<file path="src/rtl/piso_shift_transmitter.sv">
// -----------------------------------------------------------------------------
// piso_shift_transmitter
//
// Parallel-in, serial-out transmitter. A WIDTH-bit word is taken over a
// ready/valid handshake and shifted out LSB-first, one bit per clock. sframe
// marks every cycle that carries a frame bit. done pulses for one cycle right
// after the last frame bit. Back-to-back words stream with no idle gap.
//
// Optional feature: define PISO_PARITY_EN to append one even-parity bit (^data)
// after the MSB. This adds the PAR state and makes frames WIDTH+1 bits long.
//
// Ports:
//   clk        in   rising-edge clock
//   rst        in   asynchronous, active-high reset
//   din        in   [WIDTH-1:0] parallel word, sampled only on accept
//   din_valid  in   upstream presents a word on din
//   din_ready  out  block can accept a word this cycle (combinational)
//   sout       out  registered serial data, LSB first; 0 when idle
//   sframe     out  registered, high while sout carries a frame bit
//   done       out  registered one-cycle pulse after the last frame bit
//   dbg_state  out  [1:0] current FSM state (IDLE=0, SHIFT=1, PAR=2)
//
// Handshake: a word transfers on a rising edge where din_valid && din_ready.
// din_ready is derived only from state (and rst), never from din_valid. While
// din_ready is low, din_valid is ignored. The upstream holds din and din_valid
// stable until the word is accepted.
// -----------------------------------------------------------------------------
module piso_shift_transmitter #(
   parameter int WIDTH = 8
) (
   input  logic             clk,
   input  logic             rst,
   input  logic [WIDTH-1:0] din,
   input  logic             din_valid,
   output logic             din_ready,
   output logic             sout,
   output logic             sframe,
   output logic             done,
   output logic [1:0]       dbg_state
);

   localparam int CW = $clog2(WIDTH);
   localparam logic [CW-1:0] LAST = CW'(WIDTH - 1);

   typedef enum logic [1:0] {
      IDLE  = 2'd0,
      SHIFT = 2'd1
`ifdef PISO_PARITY_EN
      ,
      PAR   = 2'd2
`endif
   } state_t;

   state_t           state_q, state_d;
   logic [WIDTH-1:0] sreg_q, sreg_d;
   logic [CW-1:0]    cnt_q, cnt_d;
   logic             sout_q, sout_d;
   logic             sframe_q, sframe_d;
   logic             done_q, done_d;
`ifdef PISO_PARITY_EN
   logic             par_q, par_d;
`endif

   logic accept;

   // Ready is open when idle, or in the cycle carrying the final frame bit,
   // so the next word starts with no gap.
   always_comb begin
      din_ready = 1'b0;
      case (state_q)
         IDLE:    din_ready = !rst;
`ifdef PISO_PARITY_EN
         PAR:     din_ready = 1'b1;
`else
         SHIFT:   din_ready = (cnt_q == LAST);
`endif
         default: din_ready = 1'b0;
      endcase
   end

   assign accept = din_valid && din_ready;

   always_comb begin
      state_d  = state_q;
      sreg_d   = sreg_q;
      cnt_d    = cnt_q;
      sout_d   = sout_q;
      sframe_d = sframe_q;
      done_d   = 1'b0;
`ifdef PISO_PARITY_EN
      par_d    = par_q;
`endif

      // frame_end: this edge ends the final bit of the current frame.
      case (state_q)
         SHIFT: begin
            if (cnt_q != LAST) begin
               sout_d = sreg_q[0];
               sreg_d = sreg_q >> 1;
               cnt_d  = cnt_q + CW'(1);
            end else begin
`ifdef PISO_PARITY_EN
               sout_d  = par_q;
               state_d = PAR;
`else
               done_d   = 1'b1;
               sout_d   = 1'b0;
               sframe_d = 1'b0;
               state_d  = IDLE;
`endif
            end
         end
`ifdef PISO_PARITY_EN
         PAR: begin
            done_d   = 1'b1;
            sout_d   = 1'b0;
            sframe_d = 1'b0;
            state_d  = IDLE;
         end
`endif
         default: begin
            state_d = IDLE;
         end
      endcase

      // An accepted word overrides the idle return: bit 0 goes out next cycle.
      if (accept) begin
         sout_d   = din[0];
         sframe_d = 1'b1;
         sreg_d   = din >> 1;
         cnt_d    = '0;
         state_d  = SHIFT;
`ifdef PISO_PARITY_EN
         par_d    = ^din;
`endif
      end
   end

   always_ff @(posedge clk or posedge rst) begin
      if (rst) begin
         state_q  <= IDLE;
         sreg_q   <= '0;
         cnt_q    <= '0;
         sout_q   <= 1'b0;
         sframe_q <= 1'b0;
         done_q   <= 1'b0;
`ifdef PISO_PARITY_EN
         par_q    <= 1'b0;
`endif
      end else begin
         state_q  <= state_d;
         sreg_q   <= sreg_d;
         cnt_q    <= cnt_d;
         sout_q   <= sout_d;
         sframe_q <= sframe_d;
         done_q   <= done_d;
`ifdef PISO_PARITY_EN
         par_q    <= par_d;
`endif
      end
   end

   assign sout      = sout_q;
   assign sframe    = sframe_q;
   assign done      = done_q;
   assign dbg_state = state_q;

endmodule
</file>
<file path="config.mk">
export PLATFORM = sky130hd
export DESIGN_NAME = piso_shift_transmitter
export DESIGN_NICKNAME = d
export VERILOG_FILES = /design/src/rtl/piso_shift_transmitter.sv
export SDC_FILE = /design/constraint.sdc
export NUM_CORES = 1
export LEC_CHECK = 0
export ABC_AREA = 1
export CORE_MARGIN = 2
export CORE_UTILIZATION = 25
export CTS_CLUSTER_DIAMETER = 120
export CTS_CLUSTER_SIZE = 16
export DETAILED_ROUTE_END_ITERATION = 10
export REMOVE_ABC_BUFFERS = 1
export SLEW_MARGIN = 5
export SYNTH_ARGS = -nofsm -noshare
export SYNTH_HDL_FRONTEND = slang
export SYNTH_SLANG_ARGS = --single-unit
export TNS_END_PERCENT = 20
</file>
<file path="constraint.sdc">
create_clock -name clk -period 3.4 [get_ports clk]
set_clock_uncertainty 0.15 [all_clocks]
set_input_delay 0.34 -clock clk [delete_from_list [all_inputs] [get_ports clk]]
set_output_delay 0.34 -clock clk [all_outputs]
set_load 0.005 [all_outputs]
</file>
After elaboration in Yosys (flattened, before gate mapping)
Cells that the tools add are included.
{ "totals": {"in_bits": 11, "output_inout_bits": 6, "wordCells": 37, "regBits": 16} }
{ "op_classes": {"eq_ne": 5, "n_reduce_logical": 7, "n_mux": 18, "n_addsub": 1} }
{ "op_table": {"columns": ["cell", "count"], "rows": [
  ["$mux W8", 3],
  ["$mux W3", 3],
  ["$mux W1", 8],
  ["$mux W2", 3],
  ["$ne A3 B3 Y1 const B", 2],
  ["$reduce_and A2 Y1", 2],
  ["$reduce_bool A2 Y1", 2],
  ["$add A3 B1 Y3 const B", 1],
  ["$eq A3 B3 Y1 const B", 1],
  ["$eq A2 B1 Y1 const B", 1],
  ["$logic_not A2 Y1", 1],
  ["$ne A2 B2 Y1 const B", 1],
  ["$pmux W1 S2", 1],
  ["$logic_and A1 B1 Y1", 1],
  ["$logic_not A1 Y1", 1]
]} }

Depth between registers and ports, before layout
Gate-level depths: netlist of the first run.
{ "logic_depth": {"word_depth": 5, "ltp_mapped": 7, "ltp_nobuf": 7} }

Least setup slack after synthesis of the first run
Ideal clock, no wire load.
{ "synth_path": {"path_type": "register to output", "start": "register cnt_q[0]", "end": "output port din_ready", "setup_slack_ps": 1906, "arrival_ps": 1004, "required_time_ps": 2910, "stages_incl_launch_ff": 5, "path_buffers": 0, "path_cell_list": "dfrtp_1 -> ha_1 -> ha_1 -> nand2_1 -> o21ai_2"} }
{ "synth_via": {"elab_chain_cells": 2} }
{ "synth_rtl": {"columns": ["item", "line", "text"], "rows": [
  ["from (decl)", "56", "logic [CW-1:0] cnt_q, cnt_d;"],
  ["from (signal assigned)", "153", "cnt_q <= cnt_d;"],
  ["$eq A3 B3 Y1", "75", "SHIFT: din_ready = (cnt_q == LAST);"],
  ["$pmux W1 S2", "70", "case (state_q)"],
  ["to (decl)", "35", "output logic din_ready,"]
]} }
Every way passes these cells.

Final worst setup path of the first run
Same ends and word-level chain as after synthesis.

==> flow_summary.json, run 1 <==
{
  "wirelength_um": 1270,
  "setup_viol": 0,
  "cts_made_buffers": 3,
  "cts_buffer_depth": 2,
  "timing.setup.tns_ns": 0,
  "min_period_ns": 2.36,
  "cts_hold_buf": 0,
  "syn_area_per_cell_um2": 8.69,
  "ir_worst_vdd_mv": 0.295,
  "hp-class": "in -> async",
  "synthTopCellsByCount": "nand2_1 (27), nand3_1 (15), dfrtp_1 (14), inv_1 (6)",
  "hold_viol": 0,
  "synth_most_common_cell": "nand2_1",
  "crit_required_ns": 2.91,
  "grt.total_usage_pct": 9.64,
  "grt_pass1_wl_um": 2040,
  "antenna_cells": 0,
  "yosysSeqAreaShare_pct": 53.7,
  "vias_per_cell": 4.13,
  "synth_top_family_by_area": "simple AND/OR/NAND/NOR gates",
  "crit_path_max_fanout": 10,
  "power_leakage_nw": 0.415,
  "cts_tree": "done",
  "max_freq_mhz": 424,
  "clk_pin_slew_ns": 0.09,
  "dp_hpwl_um": 975,
  "end_kind": "output pin",
  "synthesis.area_um2": 652,
  "worstMarginPinSlew_ns": 0.534,
  "dieArea_mm2": 0.00303,
  "antenna_found_initial": 0,
  "start_kind": "register",
  "dominantRegCellSynth": "dfrtp_1",
  "ys_top_cells_by_area": "dfrtp_1 (54%), nand2_1 (16%), nand3_1 (12%)",
  "synth_compound_area_share_pct": 4.03,
  "synth_top_area_share_pct": 53.7,
  "area_growth_pct": 29.6,
  "yosys.area_share.adder_pct": 3.84,
  "die_y_um": 55.1,
  "vias": 496,
  "p_total_mw": 0.613,
  "clock_sinks": 14,
  "dpl_cell_area_um2": 808,
  "core_mm2": 0.00248,
  "post-route-period-util_pct": 69.4,
  "rsz0062_at_grt": "no",
  "grt_max_degree": 15,
  "stdcell_area_um2": 845,
  "cts_setup_buffers": 0,
  "io_buffers": 15,
  "status": "completed",
  "grt_overflow": 0,
  "postLayoutCoreUtil_pct": 34.1,
  "ys_ff_latch": 14,
  "worstPathArrival_ns": 1.87,
  "first_iter_violations": 3,
  "wire_per_inst_um": 10.5,
  "ys_types": 14,
  "maxCapViolations": 0,
  "synth_edf_count": 0,
  "slew-limit-headroom_pct": 64.3,
  "final_nets": 104,
  "drc": 0,
  "cts_root_buf": "clkbuf_4",
  "die-width_um": 55.1,
  "io_pins": 17,
  "drt_first_pass_iters": 2,
  "yosysTopAreaCell": "dfrtp_1",
  "ys_async_sr_fraction_pct": 100,
  "synth-xor-area-share_pct": 0,
  "grt_pass1_vias": 485,
  "initial_utilization_pct": 26.3,
  "gp_congestion": 0.710,
  "slew_viol_final": 0,
  "yosys.area_share.simple_pct": 29.6,
  "p_per_area_mw_per_mm2": 726,
  "layout-drive-gt1-share_pct": 10.0,
  "yosysWarnings": 0,
  "clk-insertion-delay-late_ns": 0.27,
  "muxShareOfSynthArea_pct": 0,
  "postRouteAntennaNets": 0,
  "syn_inst": 75,
  "dp_worst_setup_slack_ns": 1.18,
  "h-tree-depth": 1,
  "fin_ws_ns": 1.04,
  "rows": 18,
  "worstSetupPathType": "reg -> out",
  "cts_resized": 0
}
[cell families (layout without fill, tap and decap cells)]
family / Yosys count / count (layout)
AO/OA/AOI/OAI: 3 / 3
flip-flops: 14 / 14
buffers and inverters: 10 / 25
adder cells (fa/ha/maj): 2 / 2
other: 1 / 1
AND/OR/NAND/NOR: 45 / 45
[worst paths after layout]
path | cells after the start | end | slack, ns | from
hold reg to reg | 2 | cnt_q[1] | 0.33 | cnt_q[1]
min in group clk | 2 | cnt_q[1] | 0.33 | cnt_q[1]
setup / recovery | 5 | din_ready | 1.04 | cnt_q[0]
max in group asynchronous | 2 | sreg_q[4] | 2.41 | rst
hold / removal | 2 | done | 0.33 | rst
setup reg to reg | 6 | sreg_q[5] | 1.56 | cnt_q[0]
[metal layers]
metal / share of wire, % / up-vias / global-route usage [%]
met5: 0 / - / 0
met4: 0.79 / 0 / 3.66
met3: 8.2 / 2 / 3.23
met2: 46 / 14 / 16.1
met1: 45 / 217 / 11.4
li1: - / 263 / -
[layout make-up]
class	instances	area [um2]
clock buffers	4	36.3
fillers	279	1630
inverters	6	22.5
multi-input cells	51	248
flip-flops and latches	14	350
well taps	30	37.5
repair buffers	15	150
[sequential cells by signal (all words and copies together) (netlist names)]
signal and count:
cnt_q 3, dbg_state 1, done 1, sframe 1
sout 1, sreg_q 7
[through the flow]
stage | hold WS, ns | std cells
global route | 0.346 | 120
floorplan | 0.0792 | 71
finish | 0.330 | 120
detailed placement | 0.316 | 116
CTS | 0.337 | 120
global placement | 0.306 | 116
[report_power, final]
group	total (mW)	internal [mW]	switching [mW]
registers	0.267	0.230	0.0370
clock network	0.114	0.0649	0.0495
logic	0.232	0.110	0.121
[cell usage in the layout, fill, tap and decap left out]
cell	Yosys	final
nand2_2	1	1
conb_1	1	1
nand3_1	15	15
inv_1	6	6
clkbuf_8	0	1
nor2_1	1	1
ha_1	2	2
o21ai_2	2	2
nor2_2	1	1
clkbuf_4	0	3
a21oi_2	1	1
nand2_1	27	27
dfrtp_1	14	14
clkdlybuf4s50_1	0	15
[critical path: stages (launching register included)]
cell             delay, ns
dfrtp_1               0.39
ha_1                  0.16
ha_1                  0.17
nand2_1               0.10
o21ai_2               0.19
clkdlybuf4s50_1       0.58
No activity file was read; power rests on OpenSTA's default activity.
==> inputs of run 2 (changes only) <==
Clock period 3.4 ns to 2.2 ns, I/O delays scaled along.
==> flow_summary.json, run 2 (synthesized netlist as in run 1, its figures left out) <==
{
  "regMostFlops": "sreg_q",
  "dp_hpwl_um": 914,
  "crit_required_ns": 1.83,
  "area_growth_pct": 31.7,
  "dp_worst_setup_slack_ns": 0.211,
  "initial_utilization_pct": 26.3,
  "final_cell_mix": "nand2_1 (27), nand3_1 (15), dfrtp_1 (14), clkdlybuf4s50_1 (14), inv_1 (6)",
  "cts_setup_buffers": 0,
  "final_nets": 105,
  "cts_tree": "done",
  "die-width_um": 55.1,
  "drt_first_pass_iters": 4,
  "postLayoutCoreUtil_pct": 34.6,
  "worstMarginPinSlew_ns": 0.536,
  "post-route-period-util_pct": 92.6,
  "fin_ws_ns": 0.163,
  "min_period_ns": 2.04,
  "largest_reg_flops": 7,
  "worstPathArrival_ns": 1.67,
  "clk-insertion-delay-late_ns": 0.28,
  "clk_pin_slew_ns": 0.09,
  "end_kind": "output pin",
  "reg.largest.list": "sreg_q (7), cnt_q (3)",
  "worstSetupPathType": "reg -> out",
  "setup_viol": 0,
  "clock_sinks": 14,
  "stdcell_area_um2": 858,
  "layout_commonest_cell": "nand2_1",
  "dpl_cell_area_um2": 816,
  "slew-limit-headroom_pct": 64.2,
  "grt_pass1_wl_um": 2120,
  "cts_hold_buf": 0,
  "start_kind": "register",
  "grt.total_usage_pct": 10.2,
  "postRouteAntennaNets": 0,
  "ir_worst_vdd_mv": 0.449,
  "drc": 0,
  "h-tree-depth": 1,
  "grt_pass1_vias": 507,
  "wirelength_um": 1270,
  "p_per_area_mw_per_mm2": 1130,
  "cts_root_buf": "clkbuf_4",
  "gp_congestion": 0.739,
  "hp-class": "in -> async",
  "grt_overflow": 0,
  "dieArea_mm2": 0.00303,
  "slew_viol_final": 0,
  "wire_per_inst_um": 10.5,
  "timing.setup.tns_ns": 0,
  "antenna_found_initial": 0,
  "cts_made_buffers": 3,
  "layout-drive-gt1-share_pct": 11.0,
  "antenna_cells": 0,
  "rsz0062_at_grt": "no",
  "io_buffers": 15,
  "grt_max_degree": 15,
  "maxCapViolations": 0,
  "status": "completed",
  "io_pins": 17,
  "vias": 520,
  "first_iter_violations": 20,
  "hold_viol": 0,
  "core_mm2": 0.00248,
  "die_y_um": 55.1,
  "fill_cells": 260,
  "crit_path_max_fanout": 10,
  "power_leakage_nw": 0.425,
  "cts_buffer_depth": 2,
  "max_freq_mhz": 491,
  "vias_per_cell": 4.30,
  "rows": 18
}
run 2: cell types whose count changed in the layout (fill, tap and decap cells not counted):
| cell | previous run | this run |
|---|---|---|
| buf_4 | 0 | 1 |
| clkdlybuf4s50_1 | 15 | 14 |
| dlygate4sd2_1 | 0 | 1 |
| o21ai_2 | 2 | 1 |
| o21ai_4 | 0 | 1 |
run 2: power breakdown:
group,internal (mW),total (mW),leakage (nW),switching (mW)
Combinational,0.182,0.374,0.225,0.192
Sequential,0.356,0.414,0.179,0.0585
Clock,0.101,0.184,0.0210,0.0836
run 2: per-stage QoR:
| stage | total power [mW] | hold slack, ns | cells |
|---|---|---|---|
| floorplan | 0.632 | -0.0408 | 71 |
| global placement | 0.784 | 0.306 | 117 |
| detailed placement | 0.797 | 0.315 | 117 |
| CTS | 0.993 | 0.258 | 121 |
| global route | 1.07 | 0.292 | 121 |
| finish | 0.973 | 0.239 | 121 |
run 2: metal layers:
layer	up-vias	GRT usage [%]	part of all wire (%)
met5	-	0	0
met4	0	3.66	0.79
met3	2	5.38	9.4
met2	20	17.5	44
met1	232	10.4	46
li1	266	-	-
run 2: worst max-delay path, cell delays in order, from the launching register on:
cell and delay, ns:
dfrtp_1 0.41, ha_1 0.21, ha_1 0.21, nand2_1 0.15, o21ai_4 0.12, dlygate4sd2_1 0.28
run 2: area by class of cell:
class | count | area (um2) | area share (%)
flip-flops and latches | 14 | 350 | 40.8
multi-input cells | 51 | 255 | 29.7
repair buffers | 16 | 156 | 18.2
well taps | 30 | 37.5 | 4.37
clock buffers | 4 | 36.3 | 4.23
inverters | 6 | 22.5 | 2.62
run 2: repair_timing:
action,in CTS,in global routing
gates resized for setup,2,0
endpoints found under the hold margin,0,0
endpoints found under the setup margin,1,0
run 2: worst paths after layout:
check / slack, ns / start / cells after the start / to
worst max-delay path: 0.16 / cnt_q[0] / 5 / din_ready
worst min-delay path: 0.24 / rst / 2 / sout
worst max register to register: 0.51 / cnt_q[0] / 6 / sreg_q[5]
worst min register to register: 0.33 / sreg_q[6] / 2 / sreg_q[6]
max in group asynchronous: 1.31 / rst / 2 / sreg_q[6]
min in group clk: 0.33 / sreg_q[6] / 2 / sreg_q[6]
